## config.mk

```make
export PLATFORM = sky130hd
export DESIGN_NAME = operand_fetch_stage_flat
export DESIGN_NICKNAME = d
export VERILOG_FILES = /design/src/rtl/operand_fetch_stage_if.sv /design/src/rtl/operand_fetch_stage.sv /design/src/flat_wrapper.sv
export SDC_FILE = /design/constraint.sdc
export NUM_CORES = 1
export LEC_CHECK = 0
export CORE_ASPECT_RATIO = 0.75
export CORE_UTILIZATION = 43
export CTS_BUF_LIST = sky130_fd_sc_hd__clkbuf_8
export DETAILED_ROUTE_END_ITERATION = 10
export PLACE_DENSITY = 0.85
export SLEW_MARGIN = 10
export SYNTH_ARGS = -nofsm -noshare
export SYNTH_HDL_FRONTEND = slang
export SYNTH_SLANG_ARGS = --single-unit
```

## constraint.sdc

```tcl
create_clock -name clk -period 2.98 [get_ports clk]
set_clock_uncertainty 0.2 [all_clocks]
set_input_delay 0.298 -clock clk [delete_from_list [all_inputs] [get_ports clk]]
set_output_delay 0.298 -clock clk [all_outputs]
set_load 0.05 [all_outputs]
```

## src/rtl/operand_fetch_stage_if.sv

```systemverilog
// Bundle of all operand-fetch stage signals except clock and reset.
// The slave modport is the stage's view; the master modport is the environment's view.
// The environment drives the instruction, register-file data, write-back and EX-side ready.
interface operand_fetch_stage_if #(
  parameter int DW = 16,
  parameter int AW = 3
);
  // instruction handshake
  logic          instr_valid;
  logic [15:0]   instr;
  logic          instr_ready;
  // register file read ports (data is combinational from address)
  logic [AW-1:0] reg_read_addr_1;
  logic [DW-1:0] reg_read_data_1;
  logic [AW-1:0] reg_read_addr_2;
  logic [DW-1:0] reg_read_data_2;
  // write-back snoop
  logic          wb_en;
  logic [AW-1:0] wb_dest;
  logic [DW-1:0] wb_data;
  // ID/EX entry
  logic          flush;
  logic          ex_ready;
  logic          ex_valid;
  logic [3:0]    ex_opcode;
  logic [AW-1:0] ex_rd;
  logic          ex_wr;
  logic [DW-1:0] ex_op1;
  logic [DW-1:0] ex_op2;
  logic [DW-1:0] ex_imm;

  modport slave (
    input  instr_valid, instr, reg_read_data_1, reg_read_data_2,
           wb_en, wb_dest, wb_data, flush, ex_ready,
    output instr_ready, reg_read_addr_1, reg_read_addr_2,
           ex_valid, ex_opcode, ex_rd, ex_wr, ex_op1, ex_op2, ex_imm
  );

  modport master (
    output instr_valid, instr, reg_read_data_1, reg_read_data_2,
           wb_en, wb_dest, wb_data, flush, ex_ready,
    input  instr_ready, reg_read_addr_1, reg_read_addr_2,
           ex_valid, ex_opcode, ex_rd, ex_wr, ex_op1, ex_op2, ex_imm
  );
endinterface

```

## src/rtl/operand_fetch_stage.sv

```systemverilog
// Decode/operand-fetch stage: decodes, reads the register file, forwards write-back, fills ID/EX.
// Latency 1 cycle instruction -> ex entry; throughput 1/cycle when hazard free.
// Stalls on RAW/WAW against the busy scoreboard, on a held ex entry with !ex_ready, and on flush.
module operand_fetch_stage #(
  parameter int DW   = 16,
  parameter int NREG = 8
) (
  input logic clk,
  input logic rst,
  operand_fetch_stage_if.slave bus
);
  localparam int AW = $clog2(NREG);

  // instruction fields
  logic [3:0]    op;
  logic [AW-1:0] rd, rs1, rs2;
  logic [5:0]    imm6;

  // decode / hazard signals
  logic          use_a, use_b, rd_as_src, wr_cls;
  logic [AW-1:0] addr_a, addr_b;
  logic          fwd_a, fwd_b, fwd_rd;
  logic [DW-1:0] opnd_a, opnd_b;
  logic          hazard, ready, accept;

  // scoreboard and ID/EX register
  logic [NREG-1:0] busy, busy_nxt;
  logic            ex_valid_q;
  logic [3:0]      ex_opcode_q;
  logic [AW-1:0]   ex_rd_q;
  logic            ex_wr_q;
  logic [DW-1:0]   ex_op1_q, ex_op2_q, ex_imm_q;

  assign op   = bus.instr[15:12];
  assign rd   = bus.instr[11:9];
  assign rs1  = bus.instr[8:6];
  assign rs2  = bus.instr[5:3];
  assign imm6 = bus.instr[5:0];

  // opcode class decode: which sources are read and whether rd is written
  always_comb begin
    use_a     = 1'b0;
    use_b     = 1'b0;
    rd_as_src = 1'b0;
    wr_cls    = 1'b0;
    case (op)
      4'h0:                         begin use_a = 1'b1; wr_cls = 1'b1; end
      4'h1, 4'hB:                   begin use_a = 1'b1; use_b = 1'b1; rd_as_src = 1'b1; end
      4'h2, 4'h3, 4'h4, 4'h5,
      4'h6, 4'h7, 4'h8, 4'h9:       begin use_a = 1'b1; use_b = 1'b1; wr_cls = 1'b1; end
      4'hA:                         begin use_a = 1'b1; wr_cls = 1'b1; end
      default:                      ;
    endcase
  end

  // port 2 reads rd for ST/BEQ (store data / compare operand), rs2 otherwise
  assign addr_a = rs1;
  assign addr_b = rd_as_src ? rd : rs2;
  assign bus.reg_read_addr_1 = addr_a;
  assign bus.reg_read_addr_2 = addr_b;

  // the file only updates at the edge, so same-cycle write-back data bypasses the read port
  assign fwd_a  = bus.wb_en && (bus.wb_dest == addr_a);
  assign fwd_b  = bus.wb_en && (bus.wb_dest == addr_b);
  assign fwd_rd = bus.wb_en && (bus.wb_dest == rd);
  assign opnd_a = fwd_a ? bus.wb_data : bus.reg_read_data_1;
  assign opnd_b = fwd_b ? bus.wb_data : bus.reg_read_data_2;

  // a busy source is fine only if its value arrives this cycle; a busy destination likewise (WAW)
  assign hazard = (use_a && busy[addr_a] && !fwd_a) ||
                  (use_b && busy[addr_b] && !fwd_b) ||
                  (wr_cls && busy[rd] && !fwd_rd);

  assign ready  = !hazard && (!ex_valid_q || bus.ex_ready) && !bus.flush;
  assign accept = bus.instr_valid && ready;
  assign bus.instr_ready = ready;

  // scoreboard update: write-back clears, squashed writer clears, accepted writer sets (set wins)
  always_comb begin
    busy_nxt = busy;
    if (bus.wb_en)
      busy_nxt[bus.wb_dest] = 1'b0;
    if (bus.flush && ex_valid_q && ex_wr_q)
      busy_nxt[ex_rd_q] = 1'b0;
    if (accept && wr_cls)
      busy_nxt[rd] = 1'b1;
  end

  // scoreboard register
  always_ff @(posedge clk or posedge rst) begin
    if (rst) busy <= '0;
    else     busy <= busy_nxt;
  end

  // ID/EX register: flush squashes, accept loads, consumed entry drains, otherwise hold
  always_ff @(posedge clk or posedge rst) begin
    if (rst) begin
      ex_valid_q  <= 1'b0;
      ex_opcode_q <= '0;
      ex_rd_q     <= '0;
      ex_wr_q     <= 1'b0;
      ex_op1_q    <= '0;
      ex_op2_q    <= '0;
      ex_imm_q    <= '0;
    end else if (bus.flush) begin
      ex_valid_q  <= 1'b0;
    end else if (accept) begin
      ex_valid_q  <= 1'b1;
      ex_opcode_q <= op;
      ex_rd_q     <= rd;
      ex_wr_q     <= wr_cls;
      ex_op1_q    <= opnd_a;
      ex_op2_q    <= opnd_b;
      ex_imm_q    <= {{(DW-6){imm6[5]}}, imm6};
    end else if (ex_valid_q && bus.ex_ready) begin
      ex_valid_q  <= 1'b0;
    end
  end

  assign bus.ex_valid  = ex_valid_q;
  assign bus.ex_opcode = ex_opcode_q;
  assign bus.ex_rd     = ex_rd_q;
  assign bus.ex_wr     = ex_wr_q;
  assign bus.ex_op1    = ex_op1_q;
  assign bus.ex_op2    = ex_op2_q;
  assign bus.ex_imm    = ex_imm_q;
endmodule
```

## src/flat_wrapper.sv

```systemverilog
// flat-port wrapper written by rule: the top's interface ports become plain ports
module operand_fetch_stage_flat 
#(
  parameter int DW   = 16,
  parameter int NREG = 8
)
  (clk, rst, bus_instr_valid, bus_instr, bus_reg_read_data_1, bus_reg_read_data_2, bus_wb_en, bus_wb_dest, bus_wb_data, bus_flush, bus_ex_ready, bus_instr_ready, bus_reg_read_addr_1, bus_reg_read_addr_2, bus_ex_valid, bus_ex_opcode, bus_ex_rd, bus_ex_wr, bus_ex_op1, bus_ex_op2, bus_ex_imm);
  operand_fetch_stage_if #(.DW(DW)) bus_i ();
  input logic clk;
  input logic rst;
  input wire logic [$bits(bus_i.instr_valid)-1:0] bus_instr_valid;
  input wire logic [$bits(bus_i.instr)-1:0] bus_instr;
  input wire logic [$bits(bus_i.reg_read_data_1)-1:0] bus_reg_read_data_1;
  input wire logic [$bits(bus_i.reg_read_data_2)-1:0] bus_reg_read_data_2;
  input wire logic [$bits(bus_i.wb_en)-1:0] bus_wb_en;
  input wire logic [$bits(bus_i.wb_dest)-1:0] bus_wb_dest;
  input wire logic [$bits(bus_i.wb_data)-1:0] bus_wb_data;
  input wire logic [$bits(bus_i.flush)-1:0] bus_flush;
  input wire logic [$bits(bus_i.ex_ready)-1:0] bus_ex_ready;
  output wire logic [$bits(bus_i.instr_ready)-1:0] bus_instr_ready;
  output wire logic [$bits(bus_i.reg_read_addr_1)-1:0] bus_reg_read_addr_1;
  output wire logic [$bits(bus_i.reg_read_addr_2)-1:0] bus_reg_read_addr_2;
  output wire logic [$bits(bus_i.ex_valid)-1:0] bus_ex_valid;
  output wire logic [$bits(bus_i.ex_opcode)-1:0] bus_ex_opcode;
  output wire logic [$bits(bus_i.ex_rd)-1:0] bus_ex_rd;
  output wire logic [$bits(bus_i.ex_wr)-1:0] bus_ex_wr;
  output wire logic [$bits(bus_i.ex_op1)-1:0] bus_ex_op1;
  output wire logic [$bits(bus_i.ex_op2)-1:0] bus_ex_op2;
  output wire logic [$bits(bus_i.ex_imm)-1:0] bus_ex_imm;
  assign bus_i.instr_valid = bus_instr_valid;
  assign bus_i.instr = bus_instr;
  assign bus_i.reg_read_data_1 = bus_reg_read_data_1;
  assign bus_i.reg_read_data_2 = bus_reg_read_data_2;
  assign bus_i.wb_en = bus_wb_en;
  assign bus_i.wb_dest = bus_wb_dest;
  assign bus_i.wb_data = bus_wb_data;
  assign bus_i.flush = bus_flush;
  assign bus_i.ex_ready = bus_ex_ready;
  assign bus_instr_ready = bus_i.instr_ready;
  assign bus_reg_read_addr_1 = bus_i.reg_read_addr_1;
  assign bus_reg_read_addr_2 = bus_i.reg_read_addr_2;
  assign bus_ex_valid = bus_i.ex_valid;
  assign bus_ex_opcode = bus_i.ex_opcode;
  assign bus_ex_rd = bus_i.ex_rd;
  assign bus_ex_wr = bus_i.ex_wr;
  assign bus_ex_op1 = bus_i.ex_op1;
  assign bus_ex_op2 = bus_i.ex_op2;
  assign bus_ex_imm = bus_i.ex_imm;
  operand_fetch_stage #(.DW(DW), .NREG(NREG)) u_core (.clk(clk), .rst(rst), .bus(bus_i));
endmodule
```

Yosys cells after proc, flatten, opt, wreduce, memory -nomap -nowiden
Index checks and enable logic that the tools add are counted.
{"block": "word_totals", "ff_bits": 55, "input_bits": 73, "output_inout_bits": 64, "elab_cells": 96}
{"block": "classes", "n_lt_le_gt_ge": 8, "n_eq_ne": 14, "mux": 25, "n_bitwise": 6, "reduce_logical": 35}
{"operator": "two-way mux 16 bit", "count": 2}
{"operator": "two-way mux 8 bit", "count": 3}
{"operator": "less-than comparator 3 x 4 -> 1 bit, second input constant", "count": 5}
{"operator": "OR reduction 10 bit", "count": 2}
{"operator": "logical AND 1 bit", "count": 19}
{"operator": "bitwise AND 8 bit", "count": 2}
{"operator": "== test 4 x 3 -> 1 bit, second input constant", "count": 4}
{"operator": "== test 4 bit, second input constant", "count": 4}
{"operator": "NOT 8 bit", "count": 2}
{"operator": "two-way mux 1 bit", "count": 13}
{"operator": "OR reduction 12 bit", "count": 1}
{"operator": "binary-select mux 1 bit (select 3 bit)", "count": 3}
{"operator": "demux 1 bit (select 3 bit)", "count": 3}
{"operator": "== test 3 bit", "count": 3}
{"operator": ">= comparator 3 x 1 -> 1 bit, second input constant", "count": 3}
{"operator": "== test 4 x 2 -> 1 bit, second input constant", "count": 2}
{"operator": "OR 8 bit", "count": 1}
{"operator": "zero test 1 bit", "count": 6}
{"operator": "== test 4 x 1 -> 1 bit, second input constant", "count": 1}
{"operator": "zero test 4 bit", "count": 1}
{"operator": "logical OR 1 bit", "count": 3}
{"operator": "two-way mux 3 bit", "count": 1}
{"operator": "nonzero test 3 bit", "count": 1}
{"operator": "AND reduction 2 bit", "count": 1}
{"operator": "2 further kinds", "count": 2}

Longest topological paths before layout
{"block": "depth", "ltp_word": 16, "ltp_mapped": 10}

Worst setup path after synthesis
Ideal clock, no wire load.
{"block": "synth_path", "kind": "input to output", "startpoint": "in bus_instr[13]", "endpoint": "out bus_instr_ready", "arrival_ns": 2.363, "slack_ns": 0.119, "stages": 7, "path_cell_list": "buf_6 > or4b_2 > nand3_1 > a2111oi_0 > a21o_1 > clkbuf_1 > nor2_1"}
{"block": "synth_via", "elab_chain_len": 13}
{"item": "start: declaration", "line": "flat_wrapper.sv:12", "rtl": "input wire logic [$bits(bus_i.instr)-1:0] bus_instr;"}
{"item": "== test 4 x 1 -> 1 bit / == test 4 bit (equally long branches)", "line": "operand_fetch_stage.sv:46", "rtl": "case (op)"}
{"item": "OR reduction 2 bit", "line": "operand_fetch_stage.sv:46"}
{"item": "two-way mux 1 bit", "line": "operand_fetch_stage.sv:46"}
{"item": "two-way mux 3 bit", "line": "operand_fetch_stage.sv:58", "rtl": "assign addr_b = rd_as_src ? rd : rs2;"}
{"item": "binary-select mux 1 bit (select 3 bit) / == test 3 bit (equally long branches)", "line": "operand_fetch_stage.sv:71, operand_fetch_stage.sv:64"}
{"item": "two-way mux 1 bit (implied by the code) / logical AND 1 bit (equally long branches)", "line": "operand_fetch_stage.sv:71, operand_fetch_stage.sv:64"}
{"item": "logical AND 1 bit / zero test 1 bit (equally long branches)", "line": "operand_fetch_stage.sv:71", "rtl": "(use_b && busy[addr_b] && !fwd_b) ||"}
{"item": "logical AND 1 bit", "line": "operand_fetch_stage.sv:71"}
{"item": "logical OR 1 bit", "line": "operand_fetch_stage.sv:70", "rtl": "assign hazard = (use_a && busy[addr_a] && !fwd_a) ||"}
{"item": "logical OR 1 bit *", "line": "operand_fetch_stage.sv:71"}
{"item": "zero test 1 bit *", "line": "operand_fetch_stage.sv:74", "rtl": "assign ready = !hazard && (!ex_valid_q || bus.ex_ready) && !bus.flush;"}
{"item": "logical AND 1 bit * (2 in series)", "line": "operand_fetch_stage.sv:74"}
{"item": "end: declaration", "line": "flat_wrapper.sv:20", "rtl": "output wire logic [$bits(bus_i.instr_ready)-1:0] bus_instr_ready;"}
Every way passes the cells marked *; elsewhere a longest branch is shown, timed or not. The select of a mux whose other input is x is not followed.

Worst setup path in the final report
{"block": "layout_path", "startpoint": "in bus_instr[10]", "endpoint": "out bus_instr_ready"}
{"block": "layout_via", "elab_chain_len": 10}
{"item": "two-way mux 3 bit", "line": "operand_fetch_stage.sv:58"}
{"item": "binary-select mux 1 bit (select 3 bit) / == test 3 bit (equally long branches)", "line": "operand_fetch_stage.sv:71, operand_fetch_stage.sv:64"}
{"item": "two-way mux 1 bit (implied by the code) / logical AND 1 bit (equally long branches)", "line": "operand_fetch_stage.sv:71, operand_fetch_stage.sv:64"}
{"item": "logical AND 1 bit / zero test 1 bit (equally long branches)", "line": "operand_fetch_stage.sv:71"}
{"item": "logical AND 1 bit", "line": "operand_fetch_stage.sv:71"}
{"item": "logical OR 1 bit", "line": "operand_fetch_stage.sv:70"}
{"item": "logical OR 1 bit *", "line": "operand_fetch_stage.sv:71"}
{"item": "zero test 1 bit *", "line": "operand_fetch_stage.sv:74"}
{"item": "logical AND 1 bit * (2 in series)", "line": "operand_fetch_stage.sv:74"}
Marked as above.

==> impl_metrics.env <==
export IMPL_max_freq_mhz=329.5
export IMPL_status="complete, but fails checks"
export IMPL_synth_compound_area_share_pct=11.30
export IMPL_final_antenna_net_count=0
export IMPL_tritoncts="done"
export IMPL_yosysWarnings=0
export IMPL_cts_max_level=2
export IMPL_start_util_pct=44.99
export IMPL_gp_congestion=1.034
export IMPL_setup_tns_ns=-0.4372
export IMPL_clk_pin_slew_ns=0.09
export IMPL_endpoint_kind="output pin"
export IMPL_multi_input_area_mm2=0.002059
export IMPL_path_class="input pin to output pin"
export IMPL_numCtsBuffers=5
export IMPL_muxShareOfSynthArea_pct=29.46
export IMPL_wirelength_mm=11.75
export IMPL_clock_sinks=55
export IMPL_port_buffers=136
export IMPL_p_per_area_mw_per_mm2=732.7
export IMPL_finalHoldViolCount=0
export IMPL_drc=0
export IMPL_cts_root_buf="clkbuf_8"
export IMPL_yosys_area_top_type="dfrtp_1"
export IMPL_synth_nets=376
export IMPL_dr_pass1_iters=5
export IMPL_slew_violations=0
export IMPL_max_slew_margin_pct=62.16
export IMPL_synth_simple_gate_area_share_pct=11.30
export IMPL_cp_max_fo=10
export IMPL_grt_first_pass_wirelength_mm=17.55
export IMPL_synth_top_family_by_area="multiplexers"
export IMPL_regArea_mm2=0.001376
export IMPL_post_drt_wl_per_cell_um=20.15
export IMPL_ys_ff_latch=55
export IMPL_nets=550
export IMPL_ctsLongestPathBuffers=2
export IMPL_synth_area_mm2=0.003610
export IMPL_violations="negative setup slack"
export IMPL_area_growth_pct=55.74
export IMPL_vias=3444
export IMPL_track_usage_pct=26.13
export IMPL_die_y_um=81.35
export IMPL_synth_ff_type="dfrtp_1"
export IMPL_place_ws_ns=-0.3619
export IMPL_synth_most_common_cell="dfrtp_1"
export IMPL_routed_via_density=5.907
export IMPL_finalSetupViolCount=20
export IMPL_pin_count=137
export IMPL_grt_pass1_vias=3461
export IMPL_synth_adder_area_share_pct=0
export IMPL_syn_inst=303
export IMPL_clk_latency_ns=0.31
export IMPL_synthArstFlopShare_pct=100.0
export IMPL_post_route_period_util_pct=101.9
export IMPL_fin_crit_ns=3.035
export IMPL_maxCapViolCount=0
export IMPL_ys_seq_area_share_pct=38.13
export IMPL_rows=28
export IMPL_nFillCells=522
export IMPL_netlist_top_cells_count="dfrtp_1, mux2_2, mux2_4"
export IMPL_setup_ws_ns=-0.05515
export IMPL_die_w_um=107.8
export IMPL_synthTopCellsByArea="dfrtp_1, mux2_2, mux2_4"
export IMPL_antenna_found_initial=0
export IMPL_cp_required_ns=2.48
export IMPL_drive_gt1_share_pct=37.45
export IMPL_synth_edf_count=0
export IMPL_min_path_type="input pin to register"
export IMPL_core_area_mm2=0.008023
export IMPL_grt_max_degree=31
export IMPL_synth_cell_types=61
export IMPL_power_leakage_nw=2.443
export IMPL_ir_worst_vdd_uv=596.4
export IMPL_synth_xor_area_share_pct=2.426
export IMPL_die_area_mm2=0.008769
export IMPL_synth_top_cell_area_share_pct=38.13
export IMPL_arrival_ns=2.54
export IMPL_worstMarginPinSlew_ns=0.5533
export IMPL_syn_mean_instance_area_um2=11.91
export IMPL_diodes=0
export IMPL_start_kind="input pin"
export IMPL_drtIter0Drc=288
export IMPL_gr_total_overflow=0
export IMPL_place_hpwl_mm=8.229
==> through the flow <==
stage / util, % / area (um^2) / power [mW] / cells / hold WS (ns)
after detailed placement: 66.41 / 5328 / 3.629 / 564 / 0.2922
after global placement: 66.41 / 5328 / 3.584 / 564 / 0.2869
after global routing: 70.07 / 5622 / 4.274 / 583 / 0.2534
after floorplan: - / 3610 / 2.799 / 303 / 0.2057
final: 70.07 / 5622 / 4.119 / 583 / 0.2366
after CTS: 69.35 / 5564 / 4.100 / 579 / 0.3159
==> what timing repair did <==
item | CTS | global route
endpoints found under the setup margin | 46 | 47
pin swaps | 9 | 4
resized for setup | 18 | 13
hold buffers | 1 | 0
buffers inserted | 6 | 4
endpoints found under the hold margin | 5 | 0
==> worst max-delay path: stages <==
cell	delay (ns)
clkdlybuf4s50_1	0.52
buf_4	0.20
nor2b_1	0.18
nor4_1	0.08
a2111oi_0	0.57
buf_4	0.21
a21o_1	0.13
nor2_1	0.06
buf_4	0.15
buf_12	0.14
==> cells in the final DEF (no fill, tap or decap), types with 2 or more instances in the layout <==
cell type,n
o21ai_0,3
nand2b_1,8
inv_1,4
o221ai_1,6
xor2_1,2
o41ai_1,4
nand4b_1,4
nor2_1,3
or3_1,3
dfrtp_1,55
nand4_1,5
nor4_1,2
clkdlybuf4s50_1,124
mux2_4,29
buf_12,6
mux2i_1,2
and3_1,3
clkbuf_8,6
a21oi_1,4
nor2b_1,5
buf_6,4
dlymetal6s2s_1,6
nand3_2,2
buf_4,57
and2_4,2
mux2_2,52
o31ai_1,5
xnor2_1,3
nand2_1,9
nor3_1,4
or2_2,2
dlygate4sd2_1,2
nor3b_1,2
nand3_1,6
o211ai_1,4
o21ai_1,3
==> final cells by class <==
class | instances | share of cell area (%)
Multi-Input combinational cell | 210 | 36.63
Timing Repair Buffer | 200 | 34.45
Sequential cell | 55 | 24.48
Tap cell | 105 | 2.337
Clock buffer | 6 | 1.469
Inverter | 5 | 0.3339
Clock inverter | 2 | 0.2893
==> report_power, final <==
part	switching (mW)	internal, mW
clock network	0.247	0.190
registers	0.198	0.993
logic	1.47	1.02
==> layer usage <==
metal / wire, um / track usage [%] / vias to the layer above / part of all wire (%)
met3: 1193 / 6.260 / 78 / 10
met1: 4685 / 31.42 / 1626 / 40
li1: - / - / 1477 / -
met5: 0 / 0 / - / 0
met2: 5318 / 45.32 / 263 / 45
met4: 550 / 10.68 / 0 / 4.7
==> registers in the layout, indices dropped and copies added (netlist names) <==
signal                cells
u_core.bus.ex_valid       1
u_core.busy               8
u_core.bus.ex_op2        16
u_core.bus.ex_opcode      4
u_core.bus.ex_op1        16
u_core.bus.ex_wr          1
u_core.bus.ex_imm         6
u_core.bus.ex_rd          3
==> worst paths after layout <==
path / startpoint / end / depth (start not counted) / slack (ns)
max: bus_instr[10] / bus_instr_ready / 10 / -0.06
min: bus_instr[5] / u_core.bus.ex_imm[5] / 2 / 0.24
max reg2reg: u_core.busy[7] / u_core.bus.ex_op2[13] / 10 / 0.17
min reg2reg: u_core.bus.ex_imm[3] / u_core.bus.ex_imm[3] / 1 / 0.31
max in group asynchronous: rst / u_core.bus.ex_imm[5] / 4 / 1.44
min in group asynchronous: rst / u_core.bus.ex_op2[2] / 3 / 0.55
==> cells by family (layout without fill, tap and decap cells) <==
logic type                after synthesis  after routing
muxes                                  84             84
and+or+nand+nor                        68             68
buffers and inverters                  38            213
DFF                                    55             55
xor gates and xnor gates                7              7
AOI/OAI and AO/OA                      51             51
Power figures use the tool's default switching activity.
